## config.mk

```make
export PLATFORM = sky130hd
export DESIGN_NAME = combine_sched_flat
export DESIGN_NICKNAME = d
export VERILOG_FILES = /design/src/rtl/combine_sched_pkg.sv /design/src/rtl/combine_sched_if.sv /design/src/rtl/combine_sched_pair_packer.sv /design/src/rtl/combine_sched.sv /design/src/flat_wrapper.sv
export SDC_FILE = /design/constraint.sdc
export NUM_CORES = 1
export LEC_CHECK = 0
export ABC_CLOCK_PERIOD_IN_PS = 4000
export CORE_ASPECT_RATIO = 0.6
export CORE_MARGIN = 3
export CORE_UTILIZATION = 31
export DETAILED_ROUTE_END_ITERATION = 10
export HOLD_SLACK_MARGIN = 0.06
export PLACE_DENSITY = 0.64
export SLEW_MARGIN = 20
export SYNTH_ARGS = -nofsm -noshare
export SYNTH_HDL_FRONTEND = slang
export SYNTH_SLANG_ARGS = --single-unit
```

## constraint.sdc

```tcl
create_clock -name clk -period 4 [get_ports clk]
set_input_delay 1 -clock clk [delete_from_list [all_inputs] [get_ports clk]]
set_output_delay 1 -clock clk [all_outputs]
set_load 0.02 [all_outputs]
```

## src/rtl/combine_sched_pkg.sv

```systemverilog
// Shared constants and types for the two-producer pair-packing scheduler.
package combine_sched_pkg;

  localparam int DW = 25;
  localparam int PW = 2 * DW;

  typedef enum logic {
    ST_IDLE = 1'b0,
    ST_BUSY = 1'b1
  } state_t;

  typedef logic src_t;

endpackage

```

## src/rtl/combine_sched_if.sv

```systemverilog
// Producer lanes, grant status and packed output handshake of combine_sched.
interface combine_sched_if;
  import combine_sched_pkg::*;

  logic [1:0]    req;
  logic [DW-1:0] din0;
  logic          din0_valid;
  logic          din0_ready;
  logic [DW-1:0] din1;
  logic          din1_valid;
  logic          din1_ready;
  logic [1:0]    gnt;
  logic          busy;
  logic [PW-1:0] dout;
  logic          dout_valid;
  logic          dout_ready;
  src_t          dout_src;

  modport master (
    output req, din0, din0_valid, din1, din1_valid, dout_ready,
    input  din0_ready, din1_ready, gnt, busy, dout, dout_valid, dout_src
  );

  modport slave (
    input  req, din0, din0_valid, din1, din1_valid, dout_ready,
    output din0_ready, din1_ready, gnt, busy, dout, dout_valid, dout_src
  );

endinterface

```

## src/rtl/combine_sched_pair_packer.sv

```systemverilog
// Half-pair register plus output register: joins two accepted words into one
// tagged pair and holds it until the consumer takes it.
module pair_packer
  import combine_sched_pkg::*;
(
  input  logic          clk,
  input  logic          rst,
  input  logic          accept,
  input  logic [DW-1:0] data,
  input  src_t          src,
  input  logic          dout_ready,
  output logic          space,
  output logic [PW-1:0] dout,
  output logic          dout_valid,
  output src_t          dout_src
);

  logic [DW-1:0] half;
  logic          half_full;

  // A second word may only land if the output slot is free or being drained now.
  assign space = !(half_full && dout_valid && !dout_ready);

  always_ff @(posedge clk or posedge rst) begin
    if (rst) begin
      half       <= '0;
      half_full  <= 1'b0;
      dout       <= '0;
      dout_valid <= 1'b0;
      dout_src   <= 1'b0;
    end else begin
      if (dout_valid && dout_ready)
        dout_valid <= 1'b0;
      if (accept) begin
        if (half_full) begin
          dout       <= {half, data};
          dout_valid <= 1'b1;
          dout_src   <= src;
          half       <= '0;
          half_full  <= 1'b0;
        end else begin
          half       <= data;
          half_full  <= 1'b1;
        end
      end
    end
  end

endmodule

```

## src/rtl/combine_sched.sv

```systemverilog
// Round-robin burst arbiter sharing one pair packer between two producers.
//   state   | meaning
//   ST_IDLE | no burst; arbitrate pending requests
//   ST_BUSY | granted producer streams BURST words into the packer
module combine_sched
  import combine_sched_pkg::*;
#(
  parameter int BURST = 256,
  parameter int CW    = $clog2(BURST)
) (
  input logic            clk,
  input logic            rst,
  combine_sched_if.slave bus
);

  state_t        state;
  logic [1:0]    gnt_r;
  logic          busy_r;
  logic [CW-1:0] cnt;
  src_t          last_gnt;
  src_t          pick;
  src_t          g;
  logic          sel_valid;
  logic [DW-1:0] sel_data;
  logic          space;
  logic          accept;
  logic [PW-1:0] pk_dout;
  logic          pk_valid;
  src_t          pk_src;

  assign g         = gnt_r[1];
  assign sel_valid = g ? bus.din1_valid : bus.din0_valid;
  assign sel_data  = g ? bus.din1 : bus.din0;
  assign accept    = busy_r && space && sel_valid;

  assign bus.din0_ready = busy_r && gnt_r[0] && space;
  assign bus.din1_ready = busy_r && gnt_r[1] && space;
  assign bus.gnt        = gnt_r;
  assign bus.busy       = busy_r;
  assign bus.dout       = pk_dout;
  assign bus.dout_valid = pk_valid;
  assign bus.dout_src   = pk_src;

  // Tie goes to whoever was not served last.
  always_comb begin
    pick = bus.req[1];
    if (bus.req == 2'b11)
      pick = ~last_gnt;
  end

  always_ff @(posedge clk or posedge rst) begin
    if (rst) begin
      state    <= ST_IDLE;
      gnt_r    <= 2'b00;
      busy_r   <= 1'b0;
      cnt      <= '0;
      last_gnt <= 1'b1;
    end else begin
      case (state)
        ST_IDLE: begin
          if (bus.req != 2'b00) begin
            gnt_r    <= pick ? 2'b10 : 2'b01;
            last_gnt <= pick;
            busy_r   <= 1'b1;
            state    <= ST_BUSY;
          end
        end
        ST_BUSY: begin
          if (accept) begin
            if (cnt == CW'(BURST - 1)) begin
              cnt    <= '0;
              gnt_r  <= 2'b00;
              busy_r <= 1'b0;
              state  <= ST_IDLE;
            end else begin
              cnt <= cnt + CW'(1);
            end
          end
        end
        default: state <= ST_IDLE;
      endcase
    end
  end

  pair_packer u_packer (
    .clk        (clk),
    .rst        (rst),
    .accept     (accept),
    .data       (sel_data),
    .src        (g),
    .dout_ready (bus.dout_ready),
    .space      (space),
    .dout       (pk_dout),
    .dout_valid (pk_valid),
    .dout_src   (pk_src)
  );

endmodule

```

## src/flat_wrapper.sv

```systemverilog
// flat-port wrapper written by rule: the top's interface ports become plain ports
module combine_sched_flat import combine_sched_pkg::*;
#(
  parameter int BURST = 256,
  parameter int CW    = $clog2(BURST)
)
  (clk, rst, bus_req, bus_din0, bus_din0_valid, bus_din1, bus_din1_valid, bus_dout_ready, bus_din0_ready, bus_din1_ready, bus_gnt, bus_busy, bus_dout, bus_dout_valid, bus_dout_src);
  combine_sched_if bus_i ();
  input logic clk;
  input logic rst;
  input wire logic [$bits(bus_i.req)-1:0] bus_req;
  input wire logic [$bits(bus_i.din0)-1:0] bus_din0;
  input wire logic [$bits(bus_i.din0_valid)-1:0] bus_din0_valid;
  input wire logic [$bits(bus_i.din1)-1:0] bus_din1;
  input wire logic [$bits(bus_i.din1_valid)-1:0] bus_din1_valid;
  input wire logic [$bits(bus_i.dout_ready)-1:0] bus_dout_ready;
  output wire logic [$bits(bus_i.din0_ready)-1:0] bus_din0_ready;
  output wire logic [$bits(bus_i.din1_ready)-1:0] bus_din1_ready;
  output wire logic [$bits(bus_i.gnt)-1:0] bus_gnt;
  output wire logic [$bits(bus_i.busy)-1:0] bus_busy;
  output wire logic [$bits(bus_i.dout)-1:0] bus_dout;
  output wire logic [$bits(bus_i.dout_valid)-1:0] bus_dout_valid;
  output wire logic [$bits(bus_i.dout_src)-1:0] bus_dout_src;
  assign bus_i.req = bus_req;
  assign bus_i.din0 = bus_din0;
  assign bus_i.din0_valid = bus_din0_valid;
  assign bus_i.din1 = bus_din1;
  assign bus_i.din1_valid = bus_din1_valid;
  assign bus_i.dout_ready = bus_dout_ready;
  assign bus_din0_ready = bus_i.din0_ready;
  assign bus_din1_ready = bus_i.din1_ready;
  assign bus_gnt = bus_i.gnt;
  assign bus_busy = bus_i.busy;
  assign bus_dout = bus_i.dout;
  assign bus_dout_valid = bus_i.dout_valid;
  assign bus_dout_src = bus_i.dout_src;
  combine_sched #(.BURST(BURST), .CW(CW)) u_core (.clk(clk), .rst(rst), .bus(bus_i));
endmodule
```

---- After elaboration in Yosys (flattened, before gate mapping) ----
Cells that the tools add are included.
cells by class
  add/sub/neg operators ................... 1
  eq/ne operators ......................... 5
  mux-type cells .......................... 22
  bitwise operators ....................... 2
  reduce and logical (&&, ||, !) cells .... 16
operators by type and width
  operator                                        count
  two-way mux 25 bit                              2
  two-way mux 1 bit                               12
  logical AND 1 bit                               9
  adder 8 x 1 -> 8 bit (second input constant)    1
  == test 8 bit (second input constant)           1
  two-way mux 2 bit                               4
  two-way mux 8 bit                               1
  AND reduction 2 bit                             3
  != test 2 bit (second input constant)           2
  case mux 1 bit (2 select lines)                 2
  case mux 2 bit (2 select lines)                 1
  AND reduction 3 bit                             1
  == test 2 bit (second input constant)           1
  zero test 1 bit                                 2
  != test 2 x 1 -> 1 bit (second input constant)  1
  NOT 1 bit                                       2
  nonzero test 2 bit                              1
storage, ports and cells
  flip-flop bits (word level) ............. 91
  input port bits ......................... 57
  output and inout bits ................... 57

---- Logic depth before layout (Yosys ltp) ----
  depth after elaboration ................. 7
  gate-level depth with buffers ........... 7

---- Cells and area by module ----
From an unflattened synthesis, not the netlist that was laid out.
unflattened totals
  cell total of the unflattened synthesis .. 316
  area, all modules ....................... 4,137.7 µm²
by module, submodules not included
  module         times used  cells an instance  area each (µm²)  seq. area each (µm²)
  pair_packer    1           224                3,195.6          1,951.9
  combine_sched  1           92                 942.2            326.6

---- Worst setup path after synthesis ----
No wires, ideal clock.
  path type ............................... input to output
  from .................................... in bus_dout_ready
  to ...................................... out bus_din0_ready
  data arrival time ....................... 1.549 ns
  required time ........................... 3.000 ns
  slack ................................... 1.451 ns
  cell stages on the path ................. 2
  cell sequence ........................... nand3b_2 > and3_1
on the way
  word-level cells in the longest chain between the ends .. 4
RTL lines
  item               RTL line                         text
  start, declared    flat_wrapper.sv:16               input wire logic [$bits(bus_i.dout_ready)-1:0] bus_dout_ready;
  zero test 1 bit    combine_sched_pair_packer.sv:22  assign space = !(half_full && dout_valid && !dout_ready);
  logical AND 1 bit  combine_sched_pair_packer.sv:22
  zero test 1 bit    combine_sched_pair_packer.sv:22
  logical AND 1 bit  combine_sched.sv:36              assign bus.din0_ready = busy_r && gnt_r[0] && space;
  end, declared      flat_wrapper.sv:17               output wire logic [$bits(bus_i.din0_ready)-1:0] bus_din0_ready;
Every way passes these cells.

---- Worst setup path after layout ----
Same ends and word-level chain as after synthesis.

==> Flow_metrics.wiki <==
{| class="wikitable"
! Metric !! Value
|-
| Run status || finished clean
|-
| Total standard cell area after synthesis || 3780 µm²
|-
| R2R Path Start || u_core.bus.gnt[1]
|-
| Endpoint class of the critical path || primary output
|-
| Number of endpoints with negative hold slack in the final report || 0
|-
| DP Area || 5080 µm²
|-
| Diode count || 0
|-
| Die ar. || 13600 µm²
|-
| CTS clk-pin slew, worst paths || 60 ps
|-
| Slew HR || 0.6217
|-
| Final instance count without filler cells || 591
|-
| Total wire length after detailed routing || 9337 µm
|-
| Antenna violations before repair || 0
|-
| Clock tree from TritonCTS || built
|-
| GRT Util Overall || 0.1443
|-
| Number of distinct library cells after synthesis || 32
|-
| Initial Util || 0.3259
|-
| Final GP Congestion || 0.7133
|-
| Drt first pass iters || 4
|-
| Class of the tightest hold or removal check || reg2reg
|-
| Critical path startpoint || bus_dout_ready
|-
| Share of synthesized registers carrying an async set or reset || 1.000
|-
| Final antenna-violating net count || 0
|-
| Post-synthesis cell type with the largest combined area || sky130_fd_sc_hd__dfrtp_1
|-
| # resized after CTS || 0
|-
| Total setup buffers inserted after CTS || 0
|-
| Mean routed wirelength per cell || 15.80 µm
|-
| Worst-skew pair later-pin latency || 330 ps
|-
| Synthesis Warnings || 0
|-
| # Max-Cap Violations || 0
|-
| Remaining global-route overflow || 0
|-
| RSZ-0062 raised after global routing || false
|-
| Crit path time final || 3507 ps
|-
| Synthesized Nets || 375
|-
| # rows || 30
|-
| Post-route setup slack || 493.0 ps
|-
| Worst Reg2Reg Path Length in Cells || 4
|-
| CTS H-tree lvls || 3
|-
| Share of cells above drive strength 1 || 0.1299
|-
| Final Net Count || 484
|-
| DR iter-0 viols || 89
|-
| Width of the die || 148.6 µm
|-
| Average cell area after synthesis || 11.92 µm²
|-
| Max Transition Viols Final || 0
|-
| Post-placement setup slack || 496.2 ps
|-
| Final setup violation count || 0
|-
| Required time worst endpoint || 3000 ps
|-
| Proportion of synthesized chip area in sequential cells || 0.6028
|-
| Lkg Pwr || 2.361 nW
|-
| Minimum setup slack among reg-to-reg paths || 1840 ps
|-
| Cts bufs inserted || 9
|-
| Arrival time of data at the critical path endpoint || 2510 ps
|-
| Cell total after placement || 575
|-
| IR Drop Worst-Case VDD || 0.2822 mV
|-
| Global-route wire length before repair || 15280 µm
|-
| Count of mapped cells out of synthesis || 317
|-
| Peak Freq || 0.2851 GHz
|-
| Routed vias || 2786
|-
| Area of the placeable core || 11600 µm²
|-
| CTS sink cnt || 91
|-
| Root buffer cell || sky130_fd_sc_hd__clkbuf_16
|-
| Reg-to-reg critical path endpoint || u_core.u_packer.half[21]
|-
| Area share of the largest cell type after synthesis || 0.5958
|-
| Startpoint types || primary input
|-
| Final period utilization || 0.8768
|-
| DRC violations left || 0
|-
| CP Class || in2out
|-
| Slew at the pin closest to its max-slew limit || 566.8 ps
|-
| Number of vias per cell || 4.714
|-
| Worst setup path end || bus_din0_ready
|-
| Areal power density over the cells || 705.6 nW/µm²
|-
| Num ports || 114
|-
| Floorplan die height || 91.53 µm
|-
| # hold bufs at CTS || 0
|-
| Setup TNS || 0 ps
|-
| Synthesis-stage register bit count || 91
|-
| Area growth syn-to-layout || 42.47%
|-
| Most numerous cell in the Yosys netlist || sky130_fd_sc_hd__dfrtp_1
|-
| Post-route cell area || 5385 µm²
|-
| Commonest cells post-synth || 90 x sky130_fd_sc_hd__dfrtp_1, 53 x sky130_fd_sc_hd__nand2_1, 28 x sky130_fd_sc_hd__mux2_2, 28 x sky130_fd_sc_hd__o21ai_0, 26 x sky130_fd_sc_hd__o31ai_1
|-
| Largest buffer count on any clock path || 2
|-
| Via count of the first global-routing pass || 2842
|-
| Most used flip-flop cell after synthesis || sky130_fd_sc_hd__dfrtp_1
|-
| Post-synth EDFFs || 0
|-
| HPWL reported at the end of detailed placement || 6645 µm
|-
| Critical path peak fanout || 7
|-
| Most area-consuming cells after synthesis || sky130_fd_sc_hd__dfrtp_1 60%, sky130_fd_sc_hd__mux2_2 8.3%, sky130_fd_sc_hd__mux2i_1 6.6%
|-
| Fin Clk Skew || 3.598 ps
|-
| Largest net degree at the start of global routing || 48
|-
| IO Port Bufs || 113
|}
[how the worst min path moves through the flow]
stage / from / depth (start not counted) / end / slack (ps)
final: u_core.u_packer.half[23] / 2 / u_core.u_packer.half[23] / 480
after global routing: u_core.u_packer.half[21] / 2 / u_core.u_packer.half[21] / 500
after floorplan: u_core.u_packer.half[0] / 2 / u_core.u_packer.half[0] / 440
after CTS: u_core.u_packer.half[12] / 2 / u_core.u_packer.half[12] / 480
after detailed placement: u_core.u_packer.half[12] / 2 / u_core.u_packer.half[12] / 470
after global placement: u_core.u_packer.half[0] / 2 / u_core.u_packer.half[0] / 460
[kinds of logic after synthesis]
logic type      share of synthesized area
compound gates                     0.1020
xor+xnor                          0.01159
simple gates                       0.1020
mux                                0.1496
flops                              0.6028
buf+inv                           0.02880
fa+ha+maj                        0.003310
[stage by stage]
step,util,hold WS [ps],power (mW)
4_1_cts,0.4643,480.0,3.855
6_report,0.4643,476.5,3.800
3_5_place_dp,0.4380,465.4,2.981
5_1_grt,0.4643,496.5,4.047
2_1_floorplan,-,444.6,2.281
3_3_place_gp,0.4380,455.4,2.934
[worst max-delay path, cell delays in order]
cell                              delay, ps
sky130_fd_sc_hd__clkdlybuf4s50_1        410
sky130_fd_sc_hd__nand3b_2               320
sky130_fd_sc_hd__and3_1                 240
sky130_fd_sc_hd__clkdlybuf4s50_1        540
[power by group]
part	switching (mW)	internal, mW	leakage (nW)
registers	0.212	1.28	1.15
logic	0.754	0.700	1.06
clock network	0.338	0.517	0.153
[flip-flops by register name, summed over array words and instances, names as in the netlist, 2 cells and up]
name / count
u_core.bus.gnt: 2
u_core.cnt: 8
u_core.u_packer.dout: 50
u_core.u_packer.half: 25
[layer usage]
layer,part of all wire,track usage
met5,0,0
met4,0.011,0.03920
met3,0.094,0.06484
met2,0.42,0.2108
met1,0.47,0.1942
[cell type report]
| class | instances | area (µm²) |
|---|---|---|
| clock buffer | 12 | 256.5 |
| clock inverter | 4 | 48.80 |
| fill | 1061 | 6213 |
| inverter | 3 | 13.76 |
| multi-input combinational | 202 | 1398 |
| sequential | 91 | 2280 |
| tap | 160 | 200.2 |
| timing repair buffer | 119 | 1189 |
[placed cells by master, fill, tap and decap left out, drive strengths merged]
master,count
o31ai,26
xnor2,1
nand2,53
a21oi,3
nand4b,1
ha,1
clkinv,3
nor2,6
buf,6
inv,3
nand3b,1
mux2,28
dfstp,1
nor3,4
clkdlybuf4s50,113
o21ai,28
nand3,3
clkbuf,12
nor2b,1
o2bb2ai,1
a311o,1
dfrtp,90
nor3b,1
and3,2
and4,2
xor2,4
or3,2
nand2b,2
mux2i,25
nand4,4
bufinv,1
a31o,1
a21o,1
(Power assumes the default switching activity.)
